--- config.mk ---
export PLATFORM = sky130hd
export DESIGN_NAME = uart_tx_framer
export DESIGN_NICKNAME = d
export VERILOG_FILES = /design/src/rtl/uart_tx_framer.sv
export SDC_FILE = /design/constraint.sdc
export NUM_CORES = 1
export LEC_CHECK = 0
export BUFFER_PORTS_ARGS = -buffer_cell sky130_fd_sc_hd__clkbuf_2
export CORE_AREA = 3 3 56 68
export DETAILED_ROUTE_END_ITERATION = 6
export DIE_AREA = 0 0 59 71
export GPL_TIMING_DRIVEN = 0
export PLACE_DENSITY = 0.73
export SKIP_LAST_GASP = 1
export SLEW_MARGIN = 15
export SYNTH_ARGS = -nofsm -noshare
export SYNTH_HDL_FRONTEND = slang
export SYNTH_SLANG_ARGS = --single-unit
--- constraint.sdc ---
create_clock -name CLOCK_50 -period 3.6 [get_ports CLOCK_50]
set_input_delay 0.36 -clock CLOCK_50 [delete_from_list [all_inputs] [get_ports CLOCK_50]]
set_output_delay 0.36 -clock CLOCK_50 [all_outputs]
set_load 0.03 [all_outputs]
--- src/rtl/uart_tx_framer.sv ---
// UART transmit engine: ready/valid word in, start/data/parity/stop frames out.
// A one-word hold register lets the next frame start right after the last stop cycle.
module uart_tx_framer #(
  parameter int CLKS_PER_BIT = 434,
  parameter int DATA_BITS    = 8,
  parameter int PARITY       = 0,
  parameter int STOP_BITS    = 1
) (
  input  logic                 CLOCK_50,
  input  logic                 Reset_n,
  input  logic [DATA_BITS-1:0] tx_data,
  input  logic                 tx_valid,
  output logic                 tx_ready,
  output logic                 tx,
  output logic                 busy,
  output logic                 frame_done
);
  localparam int TW = $clog2(CLKS_PER_BIT);
  localparam int IW = $clog2(DATA_BITS + 1);
  localparam logic [TW-1:0] T_LAST = TW'(CLKS_PER_BIT - 1);
  localparam logic [IW-1:0] D_LAST = IW'(DATA_BITS - 1);
  localparam logic [IW-1:0] L_STOP = IW'(STOP_BITS - 1);

  if (CLKS_PER_BIT < 2 || DATA_BITS < 5 || DATA_BITS > 9 ||
      PARITY < 0 || PARITY > 2 || STOP_BITS < 1 || STOP_BITS > 2) begin : g_bad_param
    $error("uart_tx_framer: illegal parameter set");
  end

  typedef enum logic [2:0] {ST_IDLE, ST_START, ST_DATA, ST_PAR, ST_STOP} state_t;

  state_t               state, state_n;
  logic [TW-1:0]        timer, timer_n;
  logic [IW-1:0]        idx, idx_n;
  logic [DATA_BITS-1:0] hold, hold_n, shreg, shreg_n;
  logic                 hold_full, hold_full_n, par_bit, par_n, tx_n;
  logic                 wrap, last_stop, accept, load;

  assign wrap      = (timer == T_LAST);
  assign last_stop = (state == ST_STOP) && wrap && (idx == L_STOP);
  assign accept    = tx_valid && !hold_full;
  // Accept and load are exclusive: one needs hold empty, the other hold full.
  assign load      = hold_full && ((state == ST_IDLE) || last_stop);

  always_ff @(posedge CLOCK_50 or negedge Reset_n) begin
    if (!Reset_n) begin
      state     <= ST_IDLE;
      timer     <= '0;
      idx       <= '0;
      hold      <= '0;
      shreg     <= '0;
      hold_full <= 1'b0;
      par_bit   <= 1'b0;
      tx        <= 1'b1;
    end else begin
      state     <= state_n;
      timer     <= timer_n;
      idx       <= idx_n;
      hold      <= hold_n;
      shreg     <= shreg_n;
      hold_full <= hold_full_n;
      par_bit   <= par_n;
      tx        <= tx_n;
    end
  end

  always_comb begin
    state_n     = state;
    idx_n       = idx;
    shreg_n     = shreg;
    par_n       = par_bit;
    hold_n      = hold;
    hold_full_n = hold_full;
    timer_n     = (state == ST_IDLE || wrap) ? '0 : timer + 1'b1;
    if (accept) begin
      hold_n      = tx_data;
      hold_full_n = 1'b1;
    end
    case (state)
      ST_START: if (wrap) begin
        state_n = ST_DATA;
        idx_n   = '0;
      end
      ST_DATA: if (wrap) begin
        shreg_n = shreg >> 1;
        idx_n   = idx + 1'b1;
        if (idx == D_LAST) begin
          state_n = (PARITY != 0) ? ST_PAR : ST_STOP;
          idx_n   = '0;
        end
      end
      ST_PAR: if (wrap) begin
        state_n = ST_STOP;
        idx_n   = '0;
      end
      ST_STOP: if (wrap) begin
        idx_n = idx + 1'b1;
        if (idx == L_STOP) state_n = ST_IDLE;
      end
      default: state_n = ST_IDLE;
    endcase
    if (load) begin
      shreg_n     = hold;
      par_n       = (^hold) ^ (PARITY == 2);
      hold_full_n = 1'b0;
      state_n     = ST_START;
      timer_n     = '0;
      idx_n       = '0;
    end
  end

  // tx is registered from the next-state view so it changes on the entry edge.
  always_comb begin
    tx_n = 1'b1;
    case (state_n)
      ST_START: tx_n = 1'b0;
      ST_DATA:  tx_n = shreg_n[0];
      ST_PAR:   tx_n = par_n;
      default:  tx_n = 1'b1;
    endcase
  end

  assign tx_ready   = !hold_full;
  assign busy       = (state != ST_IDLE) || hold_full;
  assign frame_done = last_stop;
endmodule

* After elaboration in Yosys (flattened, before gate mapping) *
Cells that the tools add are included.
Widths: inputs -> output; s select.

word-level totals
  word-level logic and storage cells = 65
  output and inout bits = 4
  register bits after elaboration = 35
  input port bits = 11

operators by class
  muxes and demuxes = 23
  reduce and logical (&&, ||, !) cells = 19
  add/sub/neg operators = 2
  equal/unequal tests = 12

operators by type and width
  operator             number
  $mux 8               3
  $mux 3               7
  $mux 4               5
  $mux 9               2
  $eq 3x2->1 const B   4
  $pmux 3 s4           1
  $pmux 4 s3           1
  $add 9x1->9 const B  1
  $eq 9x9->1 const B   1
  $reduce_xor 8->1     1
  $eq 3x1->1 const B   2
  $ne 3x3->1 const B   2
  $reduce_bool 2->1    3
  $add 4x1->4 const B  1
  $eq 4x3->1 const B   1
  $logic_and 1x1->1    4
  $logic_not 4->1      1
  $reduce_and 4->1     1
  $reduce_bool 4->1    1
  $eq 3x3->1 const B   1
  $logic_not 3->1      1
  $logic_or 1x1->1     3
  $mux 1               3
  $ne 3x1->1 const B   1
  other kinds (5)      5

* Logic depth before layout (Yosys ltp) *
  word-level depth = 8
  mapped depth = 8
  gate-level depth less buffers = 7

* Worst setup path before layout *
No wires, ideal clock.

  path kind = register -> register
  start = register timer[2]
  end = register tx
  buffers on the path = 0
  arrival time = 1795 ps
  slack = 1728 ps
  clock period less this slack = 1872 ps
  stages on the path, launching flop included = 6
  setup time = 76 ps
  required time = 3524 ps
  path through = dfrtp_1 nor4b_4 nand4_2 a21oi_4 mux2_2 a22oi_2

on the way
  longest elaborated chain between the ends = 8
  elaborated cells on any way between the ends = 19
  classes of those cells = eq/ne: 4; mux: 11; reduce/logical: 4

ends and longest elaborated chain
  item                                                                line  source
  start: declaration                                                  32    logic [TW-1:0] timer, timer_n;
  start signal: assignment                                            56    timer <= timer_n;
  $eq 9x9->1 *                                                        38    assign wrap = (timer == T_LAST);
  parallel branches: the longest is 6 deep, another holds $pmux 3 s4  --
  $pmux 1 s3 *                                                        114   case (state_n)
  via tx_n                                                            35    logic hold_full, hold_full_n, par_bit, par_n, tx_n;
  end signal: assignment                                              62    tx <= tx_n;
  end: declaration                                                    14    output logic tx,

Mark *: on every way through the listed nets, which the timed path passes. The select of a mux whose other input is x is not followed.
A chain may end at the register's enable or synchronous reset.

* Worst setup path in the final report *
  start = register timer[3]
  end = output port frame_done

on the way
  longest elaborated chain between the ends = 3

ends and longest elaborated chain
  item                            line  source
  $eq 9x9->1                      38
  $logic_and 1x1->1 (2 in a row)  39    assign last_stop = (state == ST_STOP) && wrap && (idx == L_STOP);
  end: declaration                16    output logic frame_done

No other way between the ends.

==> results.sh <==
export IMPL_status="complete, no violations"
export IMPL_core_area_sq_mm=0.00328
export IMPL_syn_inst=165
export IMPL_synth_area_leader_cell="dfrtp_1"
export IMPL_internal_power_w=0.000920
export IMPL_tns_ns=0
export IMPL_grt_pass1_vias=1258
export IMPL_areaGrowthSynthToFinish_pct=12.3
export IMPL_path_max_fanout=5
export IMPL_clockBufferDepth=2
export IMPL_endpoint_kind="output pin"
export IMPL_switching_power_w=0.000432
export IMPL_critPathSlowestCell="dfrtp_1"
export IMPL_slew_headroom=0.434
export IMPL_dp_cells=216
export IMPL_worst_path_buf_inv=1
export IMPL_sw_frac_of_total=0.320
export IMPL_dr_pass1_iters=4
export IMPL_hold_violations=0
export IMPL_vdd_drop_max_uv=400
export IMPL_grt_overflow=0
export IMPL_worst_pin_slew_ns=0.849
export IMPL_cts_sinks=35
export IMPL_syn_num_nets=180
export IMPL_fin_ws_ns=1.47
export IMPL_start_kind="register"
export IMPL_cts_buffers=5
export IMPL_clock_latency_ns=0.29
export IMPL_cts_tree="yes"
export IMPL_cts_htree_levels=2
export IMPL_finalMaxSlewViolations=0
export IMPL_grt_max_degree=36
export IMPL_ys_warn_count=0
export IMPL_cp_arrival_ns=1.77
export IMPL_initial_core_util=0.536
export IMPL_num_io_pins=15
export IMPL_yosys_top_cells_area="dfrtp_1 48%, mux2_2 5.1%, xnor2_1 5.0%"
export IMPL_totalWireLength_um=3130
export IMPL_fillCellCount=289
export IMPL_regArea_sq_um=877
export IMPL_diodes=0
export IMPL_ys_seq_area_frac=0.499
export IMPL_cts_resized=0
export IMPL_slowest_delay_ns=0.46
export IMPL_cts_setup_buffers=0
export IMPL_fin_nets=201
export IMPL_finalSetupViolations=0
export IMPL_p_comb_frac=0.298
export IMPL_ys_types=37
export IMPL_hp_class="input pin to asynchronous set/reset pin"
export IMPL_crit_type="register to output pin"
export IMPL_place_congestion=0.856
export IMPL_final_util=0.602
export IMPL_hold_slack_ns=0.173
export IMPL_crit_chain="nor4b_4, nand4_2, nor2_1, clkbuf_2"
export IMPL_netlist_area_sq_mm=0.00176
export IMPL_grt_use_total=0.172
export IMPL_fin_crit_ns=2.13
export IMPL_ys_ff_latch=35
export IMPL_fmax_ghz=0.469
export IMPL_clockPowerShare=0.229
export IMPL_drc_errors=0
export IMPL_cp_required_ns=3.24
export IMPL_multi_input_area_sq_um=825
export IMPL_die_h_um=71
export IMPL_cap_violations=0
export IMPL_via_count=1256
export IMPL_fp_row_count=23
export IMPL_antenna_found_initial=0
export IMPL_syn_avg_cell_area_sq_um=10.7
export IMPL_grt_pass1_wl_um=5460
export IMPL_drtIter0Drc=27
export IMPL_postCtsHoldBufs=0
export IMPL_wire_per_inst_um=14.0
export IMPL_powerDensity_mw_per_mm2=685
export IMPL_dpl_hpwl_um=2290
export IMPL_critPathTopFamily="simple AND/OR/NAND/NOR gates"
export IMPL_clock_skew_final_ns=0.00740
export IMPL_dpl_worst_slack_ns=1.52
export IMPL_portBuffers=14
export IMPL_yosysTopAreaCellShare=0.484
export IMPL_die_area_sq_mm=0.00419
export IMPL_drtAntennaViolNets=0
export IMPL_stdcell_count=224
export IMPL_cts_reportedPaths_clkPinSlew_ns=0.07
export IMPL_vias_per_cell=5.61
export IMPL_drive_gt1_frac=0.203
export IMPL_rsz0062_at_grt="no"
export IMPL_cts_root_buffer="clkbuf_8"
export IMPL_period_share=0.593
export IMPL_seqPwrFrac=0.474
export IMPL_die_x_um=59
export IMPL_leakage_nw=0.911
==> registers in the layout, summed over array words and instances, names as in the netlist <==
name and flops:
par_bit 1, shreg 8, idx 4, timer 9
hold_full 1, hold 8, state 3, tx 1
==> cell usage after synthesis (all sizes together) <==
cell / n
and2: 1
xor2: 3
o31ai: 2
nand4: 2
mux2i: 2
nor2b: 1
or4b: 1
and3: 2
clkbuf: 2
inv: 8
nand3b: 1
nor4b: 2
nor2: 23
buf: 2
a211o: 1
nor3: 1
nand2b: 1
nand2: 10
dfstp: 1
mux2: 8
and4: 1
o21ai: 6
a22oi: 1
xnor2: 10
a21oi: 10
dfrtp: 34
a22o: 6
nor3b: 2
nand3: 6
ha: 4
a21o: 7
o211ai: 1
or3: 3
==> metrics by stage <==
stage	total power (W)	instance area (sq um)
global placement	0.00103	1870
global route	0.00144	1970
finish	0.00135	1970
floorplan	0.000955	1760
CTS	0.00137	1970
detailed placement	0.00105	1870
==> final timing paths <==
kind,cells after the start,slack (ns),startpoint,endpoint
worst max-delay path,4,1.47,timer[3],frame_done
worst min-delay path,1,0.17,Reset_n,shreg[6]
worst min register to register,1,0.48,shreg[2],shreg[2]
worst max register to register,5,1.50,timer[3],tx
min in group CLOCK_50,3,0.28,tx_data[0],hold[0]
max in group asynchronous,1,2.90,Reset_n,state[1]
==> layout make-up <==
class | instances | area share
Sequential cell | 35 | 0.444
Multi-Input combinational cell | 118 | 0.418
Clock buffer | 8 | 0.0507
Timing Repair Buffer | 14 | 0.0355
Tap cell | 37 | 0.0234
Inverter | 8 | 0.0152
Buffer | 4 | 0.0133
==> power by group through the flow <==
stage / Clock [W] / Combinational, W / Sequential [W]
after floorplan: 0 / 0.000334 / 0.000620
after global placement: 0 / 0.000391 / 0.000637
after detailed placement: 0 / 0.000407 / 0.000646
after CTS: 0.000317 / 0.000410 / 0.000639
after global routing: 0.000336 / 0.000446 / 0.000659
final: 0.000309 / 0.000402 / 0.000640
==> routing by layer <==
metal	track usage	wire, um	vias up
li1	-	-	615
met1	0.207	1330	603
met2	0.285	1610	34
met3	0.0511	154	4
met4	0.0655	36	0
met5	0	0	-
==> cells in the final DEF (no fill, tap or decap), drive strengths merged, types with 2 or more instances in the layout <==
cell type and instances:
a21o 7, a21oi 10, a22o 6, and3 2, buf 2, clkbuf 24, dfrtp 34, ha 4
inv 8, mux2 8, mux2i 2, nand2 10, nand3 6, nand4 2, nor2 23, nor3b 2
nor4b 2, o21ai 6, o31ai 2, or3 3, xnor2 10, xor2 3
==> kinds of logic (layout without fill, tap and decap cells) <==
group / Yosys count / after routing / synth area share
and+or+nand+nor: 57 / 57 / 0.177
DFF: 35 / 35 / 0.499
AOI/OAI and AO/OA: 34 / 34 / 0.137
xor gates and xnor gates: 13 / 13 / 0.0648
buffers and inverters: 12 / 34 / 0.0320
muxes: 10 / 10 / 0.0626
adders and majority gates: 4 / 4 / 0.0285
(Power assumes the default switching activity.)
